==> config.mk <==
export PLATFORM = sky130hd
export DESIGN_NAME = demux_scheduler
export DESIGN_NICKNAME = d
export VERILOG_FILES = /design/src/rtl/demux_scheduler.sv
export SDC_FILE = /design/constraint.sdc
export NUM_CORES = 1
export LEC_CHECK = 0
export ABC_AREA = 1
export BUFFER_PORTS_ARGS = -buffer_cell sky130_fd_sc_hd__buf_2
export CORE_MARGIN = 3
export CORE_UTILIZATION = 30
export CTS_CLUSTER_DIAMETER = 30
export DETAILED_ROUTE_END_ITERATION = 10
export GPL_TIMING_DRIVEN = 0
export SLEW_MARGIN = 10
export SYNTH_ARGS = -nofsm -noshare
export SYNTH_HDL_FRONTEND = slang
export SYNTH_SLANG_ARGS = --single-unit
==> constraint.sdc <==
create_clock -name CLK -period 3.2 [get_ports CLK]
set_clock_uncertainty 0.1 [all_clocks]
set_input_delay 0.16 -clock CLK [delete_from_list [all_inputs] [get_ports CLK]]
set_output_delay 0.16 -clock CLK [all_outputs]
set_load 0.01 [all_outputs]
==> src/rtl/demux_scheduler.sv <==
// Sequencing controller for the 1-to-8 demux: accepts words, picks a ready channel (round-robin or directed), strobes it.
// Latency: handshake at edge k, E/CH_VALID high after edge k+1 when the sink is ready; 1 word per 2 cycles sustained.
// Backpressure: IN_READY low while a word waits in ARB; optional DEMUX_SCHED_TIMEOUT_EN drops a word stuck TIMEOUT cycles.
module demux_scheduler #(
  parameter int DW      = 3,
  parameter int TIMEOUT = 15
) (
  input  logic          CLK,
  input  logic          RST,
  input  logic [DW-1:0] IN_DATA,
  input  logic          IN_VALID,
  output logic          IN_READY,
  input  logic [2:0]    IN_DEST,
  input  logic          MODE,
  input  logic [7:0]    CH_READY,
  output logic [2:0]    S,
  output logic          E,
  output logic [DW-1:0] I,
  output logic [7:0]    CH_VALID,
  output logic          DROP
);

  // Wait-counter limit must fit the 8-bit counter.
  if (TIMEOUT < 1 || TIMEOUT > 255) begin : g_bad_timeout
    $error("demux_scheduler: TIMEOUT must be in 1..255");
  end

  typedef enum logic [1:0] {
    ST_IDLE = 2'd0,
    ST_ARB  = 2'd1,
    ST_SEND = 2'd2
  } state_t;

  state_t        r_state;
  state_t        w_next_state;

  logic [DW-1:0] r_data;
  logic [2:0]    r_dest;
  logic          r_mode;
  logic [2:0]    r_ptr;

  logic [2:0]    r_s;
  logic          r_e;
  logic [DW-1:0] r_i;
  logic [7:0]    r_ch_valid;

  logic          w_capture;
  logic          w_grant_vld;
  logic [2:0]    w_grant_ch;
  logic [2:0]    w_cand;
  logic          w_grant;
  logic          w_timeout;

  // IDLE and SEND both accept; only ARB holds off the producer.
  assign IN_READY  = (r_state == ST_IDLE) || (r_state == ST_SEND);
  assign w_capture = IN_VALID && IN_READY;
  assign w_grant   = (r_state == ST_ARB) && w_grant_vld;

  assign S        = r_s;
  assign E        = r_e;
  assign I        = r_i;
  assign CH_VALID = r_ch_valid;

  // Grant search: directed checks the one destination; RR scans ptr+1 .. ptr+8 (ptr itself last).
  always_comb begin
    w_grant_vld = 1'b0;
    w_grant_ch  = 3'd0;
    w_cand      = 3'd0;
    if (r_mode) begin
      w_grant_vld = CH_READY[r_dest];
      w_grant_ch  = r_dest;
    end else begin
      for (int i = 1; i <= 8; i++) begin
        w_cand = r_ptr + 3'(i);
        if (!w_grant_vld && CH_READY[w_cand]) begin
          w_grant_vld = 1'b1;
          w_grant_ch  = w_cand;
        end
      end
    end
  end

`ifdef DEMUX_SCHED_TIMEOUT_EN
  logic [7:0] r_wait;
  logic       r_drop;

  // A grant on the same edge wins over the drop.
  assign w_timeout = (r_state == ST_ARB) && !w_grant_vld && (r_wait == 8'(TIMEOUT - 1));
  assign DROP      = r_drop;

  // Wait counter: zero outside ARB so it is clear on every entry, counts ungranted ARB cycles.
  always_ff @(posedge CLK) begin
    if (RST) begin
      r_wait <= 8'd0;
      r_drop <= 1'b0;
    end else begin
      r_drop <= w_timeout;
      if (r_state != ST_ARB) begin
        r_wait <= 8'd0;
      end else if (!w_grant_vld) begin
        r_wait <= r_wait + 8'd1;
      end
    end
  end
`else
  assign w_timeout = 1'b0;
  assign DROP      = 1'b0;
`endif

  // Next-state decode.
  always_comb begin
    w_next_state = r_state;
    case (r_state)
      ST_IDLE: begin
        if (w_capture) w_next_state = ST_ARB;
      end
      ST_ARB: begin
        if (w_grant_vld)    w_next_state = ST_SEND;
        else if (w_timeout) w_next_state = ST_IDLE;
      end
      ST_SEND: begin
        w_next_state = w_capture ? ST_ARB : ST_IDLE;
      end
      default: w_next_state = ST_IDLE;
    endcase
  end

  // State register; reset overrides every transition.
  always_ff @(posedge CLK) begin
    if (RST) r_state <= ST_IDLE;
    else     r_state <= w_next_state;
  end

  // Hold registers: word, destination and mode are frozen at capture.
  always_ff @(posedge CLK) begin
    if (RST) begin
      r_data <= '0;
      r_dest <= 3'd0;
      r_mode <= 1'b0;
    end else if (w_capture) begin
      r_data <= IN_DATA;
      r_dest <= IN_DEST;
      r_mode <= MODE;
    end
  end

  // Demux drive: one-cycle strobe on grant, S/I hold afterwards, pointer follows every grant.
  always_ff @(posedge CLK) begin
    if (RST) begin
      r_s        <= 3'd0;
      r_e        <= 1'b0;
      r_i        <= '0;
      r_ch_valid <= 8'd0;
      r_ptr      <= 3'd7;
    end else begin
      r_e        <= 1'b0;
      r_ch_valid <= 8'd0;
      if (w_grant) begin
        r_s        <= w_grant_ch;
        r_i        <= r_data;
        r_e        <= 1'b1;
        r_ch_valid <= 8'd1 << w_grant_ch;
        r_ptr      <= w_grant_ch;
      end
    end
  end

endmodule

After elaboration in Yosys (flattened, before gate mapping)

Index checks and enable logic that the tools add are counted.

$add $sub $neg: 7
$lt $le $gt $ge: 9
Equal/unequal tests: 4
Shift-type cells: 1
Multiplexer cells: 48
Bitwise gates (word level): 1
Reductions and logical operators: 20

Operator list:

| cell                | count |
|---|---|
| $lt 3x4->1 const B  | 9 |
| $bmux 1 s3          | 9 |
| $mux 1              | 27 |
| $mux 3              | 9 |
| $add 3x3->3 const B | 4 |
| $logic_and 1x1->1   | 9 |
| $shl 1x3->8 const A | 1 |
| $logic_not 1->1     | 7 |
| $add 3x2->3 const B | 2 |
| $pmux 2 s3          | 1 |
| $mux 2              | 2 |
| $ne 2x2->1 const B  | 2 |
| $add 3x1->3 const B | 1 |
| $eq 2x1->1 const B  | 1 |
| $eq 2x2->1 const B  | 1 |
| $logic_not 2->1     | 1 |
| $reduce_and 2->1    | 1 |
| $reduce_or 2->1     | 1 |
| $logic_or 1x1->1    | 1 |
| $not 1->1           | 1 |

Flip-flop bits (word level): 27
Bits of input ports: 18
Word-level logic and storage cells: 99

Longest topological paths before layout

Gate-level depths: netlist of run 1.

Word-level depth: 36
Depth in mapped cells: 22
Gate-level depth less buffers: 19

Least setup slack after synthesis of run 1

OpenSTA, ideal clock, no wires.

Kind: reg-to-reg
Start: register r_ptr[0]
End: register r_ptr[0]
Data arrival time: 2,451 ps
Setup slack: 521 ps
Cell stages (with the launch flop): 20
Buffers on the path: 4
Period minus slack after synthesis: 2,679 ps
Cells stage by stage: dfxtp_1 -> buf_6 -> inv_4 -> buf_6 -> ha_1 -> clkbuf_1 -> nand3_1 -> nand3_2 -> nand2_4 -> nor2_8 -> nand4_4 -> nor2_8 -> nand2_4 -> nor2_4 -> nand2_2 -> nand3_4 -> buf_12 -> inv_6 -> nand2_4 -> o211ai_2

Cells in the longest elaborated chain, start to end: 34
Elaborated cells between the ends (all ways): 63
Those cells by class: 7 x add/sub; 41 x mux; 15 x reduce/logical

RTL lines:

| element                      | RTL line | text |
|---|---|---|
| start, declared              | 40       | `logic [2:0] r_ptr;` |
| start signal, assigned       | 163      | `r_ptr <= w_grant_ch;` |
| $add 3x1->3                  | 74       | `w_cand = r_ptr + 3'(i);` |
| $bmux 1 s3                   | 75       | `if (!w_grant_vld && CH_READY[w_cand]) begin` |
| $mux 1 (not written as such) | 75       |  |
| $mux 1                       | 75       |  |
| $mux 1                       | 69       | `if (r_mode) begin` |
| $logic_not 1->1              | 75       |  |
| $logic_and 1x1->1            | 75       |  |
| $mux 1                       | 75       |  |
| (+18 left out)               | n/a      |  |
| $logic_and 1x1->1            | 75       |  |
| $mux 1                       | 75       |  |
| $mux 1                       | 69       |  |
| $logic_not 1->1              | 75       |  |
| $logic_and 1x1->1            | 75       |  |
| $mux 1                       | 75       |  |
| $mux 1                       | 69       |  |
| $logic_and 1x1->1            | 57       | `assign w_grant = (r_state == ST_ARB) && w_grant_vld;` |

Several ways; a longest one is shown, not always the timed one. The select of a mux whose other input is x is not followed.
A chain may end at the register's enable or synchronous reset.

Worst setup path in the final report of run 1

Start: register r_ptr[0]
End: register r_s[0] (netlist: S[0])

Cells in the longest elaborated chain, start to end: 34
Elaborated cells between the ends (all ways): 63
Those cells by class: 7 x add/sub; 41 x mux; 15 x reduce/logical

RTL lines:

| element                      | RTL line | text |
|---|---|---|
| $add 3x1->3                  | 74       |  |
| $bmux 1 s3                   | 75       |  |
| $mux 1 (not written as such) | 75       |  |
| $mux 1                       | 75       |  |
| $mux 1                       | 69       |  |
| $logic_not 1->1              | 75       |  |
| $logic_and 1x1->1            | 75       |  |
| $mux 1                       | 75       |  |
| (+18 left out)               | n/a      |  |
| $logic_and 1x1->1            | 75       |  |
| $mux 1                       | 75       |  |
| $mux 1                       | 69       |  |
| $logic_not 1->1              | 75       |  |
| $logic_and 1x1->1            | 75       |  |
| $mux 1                       | 75       |  |
| $mux 1                       | 69       |  |
| $logic_and 1x1->1            | 57       |  |
| end signal, assigned         | 159      | `r_s <= w_grant_ch;` |
| end, declared                | 42       | `logic [2:0] r_s;` |

Several ways; a longest one is shown, not always the timed one. The select of a mux whose other input is x is not followed.

==> impl_metrics.py, run 1 <==
metrics = {
    "clocking": {
        "ctsRootBufferMaster": "clkbuf_8",
        "clkTransAtPathRegs_ns": 0.09,
        "cts.sinks": 27,
        "clk_latency_ns": 0.27,
        "cts_hold_buffers": 0,
        "cts_max_level": 1,
        "cts.path.max_buffers": 2,
        "cts_tree": "done",
        "cts_buffers": 3,
        "post-cts-setup-buffers": 0,
    },
    "grt": {
        "grt_pass1_wl_um": 7310,
        "overflow": 0,
        "grt_max_degree": 15,
        "grt_pass1_vias": 1635,
        "grt_usage": 0.119,
        "antenna_found_initial": 0,
    },
    "logic_synthesis": {
        "syn_area_um2": 1880,
        "yosysWarnings": 0,
        "synthArstFlopShare": 0,
        "synth_fp_nets": 294,
        "ys_seq_area_frac": 0.288,
        "ys_ff_latch": 27,
        "synth_edf_count": 0,
        "synth.avg_cell_area_um2": 6.85,
        "syn_inst": 274,
        "synthFlopType": "dfxtp_1",
        "synthDistinctLibCells": 36,
    },
    "finish": {
        "nNetsFinal": 330,
        "syn_to_final_growth_pct": 15.9,
        "regArea_um2": 541,
        "drive_above_1_share": 0.282,
        "layout_common_cells": "85 x nand2_1, 32 x buf_2, 30 x nand3_1, 27 x dfxtp_1, 25 x nor2_1",
        "n_antenna_cell": 0,
        "fillers": 650,
        "layout_commonest_cell": "nand2_1",
        "multiInputGateArea_um2": 1150,
    },
    "sta": {
        "relSlewSlack": 0.631,
        "hold_viol_final": 0,
        "drv_slew": 0,
        "tns_ns": 0,
        "finalCriticalPeriod_ns": 2.91,
        "fmax_ghz": 0.344,
        "worst_pin_slew_ns": 0.554,
        "grt_setup_unrepaired": "no",
        "period_share": 0.909,
        "setup_violations": 0,
        "setup_ws_ns": 0.291,
    },
    "min_path": {
        "whs_path_depth": 3,
        "hp-class": "in -> reg",
    },
    "power": {
        "swShare": 0.415,
        "clock_power_share": 0.181,
        "cellPowerDensity_nw_per_um2": 479,
        "p_int_mw": 0.608,
        "cellLeakagePower_nw": 1.12,
        "peakVddDrop_v": 0.000313,
        "seqPwrFrac": 0.354,
        "pwr-share-comb": 0.466,
        "p_switching_mw": 0.432,
    },
    "setup_path": {
        "crit_type": "reg -> reg",
        "path_max_fanout": 10,
        "crit_path_cell_trace": "buf_6, inv_4, buf_6, ha_1, inv_2, nand3_2, nand3_2, nand2_4, nor2_8, nand4_4, nor2_8, nand2_4, nor2_4, nand2_2, nand3_4, buf_12, inv_6, nand2_4, a21oi_2",
        "arrival_ns": 2.95,
        "startpoint_type": "register",
        "crit_buf_inv": 6,
        "path_depth": 19,
        "ff2ff_path_depth": 19,
        "cp_common_cell": "nand2_4",
        "slowest_stage": "ha_1",
        "critPathRequiredTime_ns": 3.24,
        "critPathTopFamily": "simple AND/OR/NAND/NOR gates",
        "worst_path_largest_cell_delay_ns": 0.43,
        "worstSetupEndpointType": "register",
    },
    "drt": {
        "wl_per_cell_um": 10.9,
        "routed_via_density": 4.62,
        "num_vias": 1775,
        "drtPass1Iterations": 4,
        "wl_um": 4170,
        "drtAntennaViolNets": 0,
        "drt_iter0_markers": 75,
        "drcViolationCount": 0,
    },
    "floorplanning": {
        "core-area_um2": 5990,
        "initial_core_util": 0.313,
        "dieArea_um2": 7240,
        "ios": 35,
        "die_w_um": 85.1,
        "die_y_um": 85.1,
        "rows": 28,
    },
    "status": {
        "status": "finished, final reports clean",
    },
    "place": {
        "port_buffers": 32,
        "gp_congestion": 0.899,
        "pre_cts_ws_ns": 0.153,
        "dp_hpwl_um": 3420,
    },
    "flow_run": {
        "maxCapViolCount": 0,
    },
}
[worst min-delay path, cell delays in order]
cell and delay [ns]:
buf_2 0.07, o21ai_0 0.07, nor2_1 0.08
[final timing paths]
check,start,endpoint,slack (ns)
setup / recovery,r_ptr[0],S[0],0.29
hold reg to reg,r_data[2],r_data[2],0.35
hold / removal,IN_DEST[2],r_dest[2],0.04
setup reg to reg,r_ptr[0],S[0],0.29
[Yosys cell counts (2+ instances only)]
cell type  instances  area, µm²
a21oi_2            4       35.0
nand3_2            7       70.1
dfxtp_1           27        541
nand2_1           85        319
a32o_1             2       20.0
buf_6              2       22.5
nand2_2           13       81.3
o21ai_0           10       50.1
nand2_4            6       67.6
nor2_1            25       93.8
inv_1             20       75.1
buf_4              2       15.0
nand3_1           30        150
ha_1               2       25.0
nand4_1            2       12.5
nor2_8             2       40.0
a21oi_1            9       45.0
o21ai_1            2       10.0
inv_2              5       18.8
clkbuf_1           3       11.3
[routing by layer]
metal | share of wire | global-route usage
met1 | 0.48 | 0.155
met2 | 0.46 | 0.202
met3 | 0.037 | 0.0262
met4 | 0.015 | 0.0273
met5 | 0 | 0
[cell type report]
cell class | count | area share
Timing Repair Buffer | 32 | 0.0737
Tap cell | 75 | 0.0432
Buffer | 8 | 0.0334
Sequential cell | 27 | 0.249
Clock buffer | 4 | 0.0207
Inverter | 27 | 0.0501
Multi-Input combinational cell | 211 | 0.530
[power by group through the flow]
stage	Sequential, mW	Combinational [mW]	Clock, mW
3_5_place_dp	0.376	0.485	0
5_1_grt	0.371	0.550	0.211
6_report	0.368	0.484	0.188
4_1_cts	0.368	0.487	0.191
3_3_place_gp	0.376	0.479	0
2_1_floorplan	0.378	0.383	0
[through the flow]
step / hold slack, ns / util / power (mW) / area [µm²] / std cells
after floorplan: 0.227 / - / 0.761 / 1880 / 274
after global placement: 0.309 / 0.355 / 0.855 / 2130 / 381
after detailed placement: 0.324 / 0.355 / 0.861 / 2130 / 381
after CTS: 0.0420 / 0.363 / 1.05 / 2170 / 385
after global routing: 0.0493 / 0.363 / 1.13 / 2170 / 384
final: 0.0440 / 0.363 / 1.04 / 2170 / 384
[cells by family after synthesis]
logic type,after synthesis,synth area share
compound gates,30,0.102
xor+xnor,3,0.0180
fa+ha+maj,2,0.0133
buf+inv,36,0.0974
flops,27,0.288
other cells,1,0.00200
simple gates,175,0.479
[sequential cells by signal (all words and copies together) (netlist names)]
signal    flops
r_ptr         3
r_dest        3
S             3
CH_VALID      8
E             1
I             3
r_data        3
r_state       2
r_mode        1
[repair_timing]
action | CTS | global route
endpoints found under the setup margin | 0 | 17
hold endpoints to repair | 0 | 0
gates resized for setup | 0 | 1
Note: power is estimated with default switching activity, not from simulation.
==> run 2, diff against run 1 <==
Clock period 3.2 ns to 3.5 ns, I/O delays scaled along.
==> run 2 against run 1 <==
  * Die area is the same
  * Via count grew 0.34%
  * Critical path depth shrank 1
  * Register-to-register slack gained 0.15 ns
  * Clock power shrank 9%
  * Worst hold slack gained 0.015 ns
  * Largest power group unchanged
==> impl_metrics.py, run 2 (synthesis results as in run 1) <==
metrics = {
    "status": {
        "status": "finished, final reports clean",
    },
    "setup_path": {
        "critPathRequiredTime_ns": 3.54,
        "crit_buf_inv": 5,
        "worst_path_largest_cell_delay_ns": 0.34,
        "slowest_stage": "dfxtp_1",
        "arrival_ns": 3.09,
        "path_depth": 18,
        "crit_path_end": "S[0]",
        "critPathTopFamily": "simple AND/OR/NAND/NOR gates",
        "rrSetupSlack_ns": 0.44,
        "path_max_fanout": 10,
        "cp_common_cell": "nand2_4",
        "ff2ff_path_depth": 18,
        "worstSetupEndpointType": "register",
        "crit_path_cell_trace": "buf_2, inv_2, ha_1, clkbuf_1, nand3_1, nand3_2, nand2_4, nor2_8, nand4_4, nor2_8, nand2_4, nor2_4, nand2_2, nand3_4, buf_12, inv_6, nand2_4, a21oi_2",
        "worstReg2RegEnd": "S[0]",
        "cp-startpoint": "r_ptr[1]",
        "startpoint_type": "register",
        "worstReg2RegStart": "r_ptr[1]",
        "crit_type": "reg -> reg",
    },
    "grt": {
        "antenna_found_initial": 0,
        "grt_pass1_vias": 1635,
        "grt_max_degree": 15,
        "overflow": 0,
        "grt_pass1_wl_um": 7310,
        "grt_usage": 0.119,
    },
    "power": {
        "seqPwrFrac": 0.354,
        "clock_power_share": 0.181,
        "p_switching_mw": 0.395,
        "p_int_mw": 0.555,
        "peakVddDrop_v": 0.000286,
        "cellPowerDensity_nw_per_um2": 437,
        "swShare": 0.416,
        "cellLeakagePower_nw": 1.12,
        "pwr-share-comb": 0.465,
        "power.total_mw": 0.950,
    },
    "finish": {
        "n_antenna_cell": 0,
        "layout_commonest_cell": "nand2_1",
        "multiInputGateArea_um2": 1150,
        "layout.cells.non_filler": 385,
        "fillers": 652,
        "syn_to_final_growth_pct": 15.9,
        "layout_common_cells": "85 x nand2_1, 33 x buf_2, 30 x nand3_1, 27 x dfxtp_1, 25 x nor2_1",
        "regArea_um2": 541,
        "drive_above_1_share": 0.281,
        "nNetsFinal": 331,
        "largest_register_ffs": 8,
    },
    "floorplanning": {
        "dieArea_um2": 7240,
        "die_y_um": 85.1,
        "initial_core_util": 0.313,
        "die_w_um": 85.1,
        "ios": 35,
        "rows": 28,
        "core-area_um2": 5990,
    },
    "clocking": {
        "cts.path.max_buffers": 2,
        "post_cts_resized": 0,
        "cts_hold_buffers": 0,
        "post-cts-setup-buffers": 0,
        "cts_tree": "done",
        "clkTransAtPathRegs_ns": 0.09,
        "clk_latency_ns": 0.27,
        "cts.sinks": 27,
        "ctsRootBufferMaster": "clkbuf_8",
        "cts_max_level": 1,
        "cts_buffers": 3,
    },
    "drt": {
        "wl_per_cell_um": 10.8,
        "num_vias": 1781,
        "drtPass1Iterations": 4,
        "wl_um": 4170,
        "routed_via_density": 4.63,
        "drtAntennaViolNets": 0,
        "drt_iter0_markers": 77,
        "drcViolationCount": 0,
    },
    "sta": {
        "hold_viol_final": 0,
        "setup_violations": 0,
        "fmax_ghz": 0.327,
        "tns_ns": 0,
        "grt_setup_unrepaired": "no",
        "worst_pin_slew_ns": 0.554,
        "finalCriticalPeriod_ns": 3.06,
        "drv_slew": 0,
        "period_share": 0.874,
        "relSlewSlack": 0.631,
    },
    "place": {
        "port_buffers": 32,
        "gp_congestion": 0.899,
        "dp_hpwl_um": 3420,
        "placed_cells": 381,
    },
    "min_path": {
        "hp-class": "in -> reg",
        "whs_path_depth": 3,
    },
    "flow_run": {
        "maxCapViolCount": 0,
    },
}
run 2: cell types whose count changed in the layout (fill, tap and decap cells not counted):
cell	delta
buf_2	+1
clkbuf_4	-1
clkbuf_1	+1
run 2: final cells by class:
type	instances	share of cell area
Multi-Input combinational cell	211	0.530
Sequential cell	27	0.249
Timing Repair Buffer	32	0.0736
Inverter	27	0.0501
Tap cell	75	0.0432
Buffer	9	0.0339
Clock buffer	4	0.0207
run 2: worst min path at each step:
stage,startpoint,to
global placement,IN_DEST[2],r_dest[2]
CTS,IN_DEST[2],r_dest[2]
detailed placement,IN_DEST[2],r_dest[2]
finish,IN_DEST[2],r_dest[2]
global route,IN_DATA[0],r_data[0]
floorplan,IN_DATA[0],r_data[0]
run 2: power groups by stage:
stage	combinational [mW]	clock [mW]	sequential, mW
2_1_floorplan	0.350	0	0.346
3_3_place_gp	0.438	0	0.344
3_5_place_dp	0.443	0	0.344
4_1_cts	0.445	0.175	0.337
5_1_grt	0.503	0.193	0.339
6_report	0.442	0.172	0.336
run 2: tightest hold or removal path: cells and delay by family:
kind | cells | cell delay (ns)
AND/OR/NAND/NOR | 1 | 0.08
buffers and inverters | 1 | 0.07
AO/OA/AOI/OAI | 1 | 0.07
run 2: stage by stage:
stage / setup slack (ns) / utilization / area, µm² / hold slack, ns
finish: 0.442 / 0.363 / 2170 / 0.0590
global placement: 0.445 / 0.355 / 2130 / 0.324
floorplan: 0.821 / - / 1880 / 0.242
global route: 0.138 / 0.363 / 2170 / 0.0643
CTS: 0.417 / 0.363 / 2170 / 0.0570
detailed placement: 0.453 / 0.355 / 2130 / 0.339
run 2: layer usage:
metal  share of wire  wire length (µm)  track usage  vias to the layer above
li1                -                 -            -                      953
met2            0.47              1940        0.202                       34
met5               0                 0            0                        -
met3           0.038               158       0.0262                       10
met4           0.015                61       0.0273                        0
met1            0.48              2010        0.155                      784
==> run 3, diff against run 2 <==
Settings changed: GPL_TIMING_DRIVEN 0 to default.
==> run 3 against run 2 <==
  * Routed wire length up 0.38%
  * Critical endpoint is now CH_VALID[0]
  * Register-to-register slack improved by 0.16 ns
  * Setup slack better by 0.16 ns
  * Largest cell class unchanged
  * Critical path depth is 2 lower
==> impl_metrics.py, run 3 (synthesis results as in run 1) <==
metrics = {
    "status": {
        "status": "finished, final reports clean",
    },
    "place": {
        "port_buffers": 33,
        "gp_congestion": 0.836,
        "dp_hpwl_um": 3460,
    },
    "clocking": {
        "cts_buffers": 3,
        "clk_latency_ns": 0.27,
        "post_cts_resized": 0,
        "post-cts-setup-buffers": 0,
        "clkTransAtPathRegs_ns": 0.09,
        "cts.path.max_buffers": 2,
        "cts_hold_buffers": 0,
        "cts_tree": "done",
        "ctsRootBufferMaster": "clkbuf_8",
        "cts_max_level": 1,
        "cts.sinks": 27,
    },
    "sta": {
        "fmax_ghz": 0.344,
        "drv_slew": 0,
        "grt_setup_unrepaired": "no",
        "period_share": 0.829,
        "tns_ns": 0,
        "setup_violations": 0,
        "hold_viol_final": 0,
        "whs_ns": 0.0604,
        "finalCriticalPeriod_ns": 2.90,
    },
    "drt": {
        "drtAntennaViolNets": 0,
        "num_vias": 1727,
        "drt_iter0_markers": 61,
        "drtPass1Iterations": 4,
        "wl_per_cell_um": 11.1,
        "drcViolationCount": 0,
        "routed_via_density": 4.57,
        "wl_um": 4190,
    },
    "min_path": {
        "whs_path_depth": 3,
        "min_from": "IN_DATA[1]",
        "hp-class": "in -> reg",
    },
    "setup_path": {
        "critPathRequiredTime_ns": 3.57,
        "path_depth": 16,
        "arrival_ns": 2.97,
        "path_max_fanout": 12,
        "worst_path_largest_cell_delay_ns": 0.55,
        "worstReg2RegStart": "r_ptr[0]",
        "startpoint_type": "register",
        "ff2ff_path_depth": 16,
        "worstSetupEndpointType": "register",
        "cp-startpoint": "r_ptr[0]",
        "crit_buf_inv": 2,
        "slowest_stage": "dfxtp_1",
        "crit_type": "reg -> reg",
        "critPathTopFamily": "simple AND/OR/NAND/NOR gates",
        "crit_path_cell_trace": "inv_4, ha_1, inv_2, nand3_2, nand3_2, nand2_4, nor2_8, nand4_4, nor2_8, nand2_4, nor2_4, nand2_2, nand3_4, nor2_2, nand3_1, nor2_1",
    },
    "floorplanning": {
        "die_w_um": 85.1,
        "die_y_um": 85.1,
        "rows": 28,
        "ios": 35,
        "core-area_um2": 5990,
        "dieArea_um2": 7240,
        "initial_core_util": 0.313,
    },
    "grt": {
        "grt_usage": 0.118,
        "grt_pass1_vias": 1566,
        "overflow": 0,
        "grt_max_degree": 16,
        "grt_pass1_wl_um": 7130,
        "antenna_found_initial": 0,
    },
    "finish": {
        "n_antenna_cell": 0,
        "finalCoreUtilization": 0.353,
        "layout_commonest_cell": "nand2_1",
        "largest_register_ffs": 8,
        "syn_to_final_growth_pct": 12.7,
        "drive_above_1_share": 0.277,
        "nNetsFinal": 324,
        "layout_common_cells": "85 x nand2_1, 33 x buf_2, 30 x nand3_1, 27 x dfxtp_1, 25 x nor2_1",
    },
    "power": {
        "cellPowerDensity_nw_per_um2": 445,
        "peakVddDrop_v": 0.000305,
        "cellLeakagePower_nw": 1.09,
    },
    "flow_run": {
        "maxCapViolCount": 0,
    },
}
## run 3: cell count changes in the layout (fill, tap and decap cells not counted)
cell      previous run  this run
buf_12               1         0
clkinv_2             0         1
buf_4                2         1
clkbuf_1             4         0
buf_6                2         0
## run 3: final cells by class
class                   count  area, µm²
multi-input cells         211       1150
well taps                  75       93.8
clock inverters             1       5.00
repair buffers             34        173
fillers                   659       3880
flip-flops and latches     27        541
clock buffers               3       41.3
inverters                  27        109
## run 3: metal layers
layer  vias to the layer above  track usage  wire, µm
met2                        33        0.199      1990
met5                         -            0         0
met4                         0       0.0129        11
met1                       760        0.162      1990
li1                        932            -         -
met3                         2       0.0233       196
## run 3: per-stage QoR
step                power, mW  instance area, µm²  setup slack (ns)  std cells
floorplan               0.696                1880             0.821        274
global placement        0.775                2070             0.680        374
detailed placement      0.775                2070             0.599        374
CTS                     0.947                2110             0.590        378
global route             1.02                2110             0.247        378
finish                  0.940                2110             0.597        378
## run 3: power breakdown
group	switching, mW	leakage [nW]	internal, mW	total, mW
registers	0.0166	0.221	0.326	0.343
logic	0.286	0.842	0.139	0.425
clock network	0.0929	0.0255	0.0797	0.173
## run 3: worst min-delay path, delay by kind of cell
family          cells  cell delay [ns]
buf+inv             1             0.07
compound gates      1             0.07
simple gates        1             0.08
## run 3: path summary, 6_finish.rpt
path / end / slack [ns]
setup reg to reg: CH_VALID[0] / 0.60
setup / recovery: CH_VALID[0] / 0.60
hold reg to reg: I[2] / 0.35
hold / removal: r_data[1] / 0.06
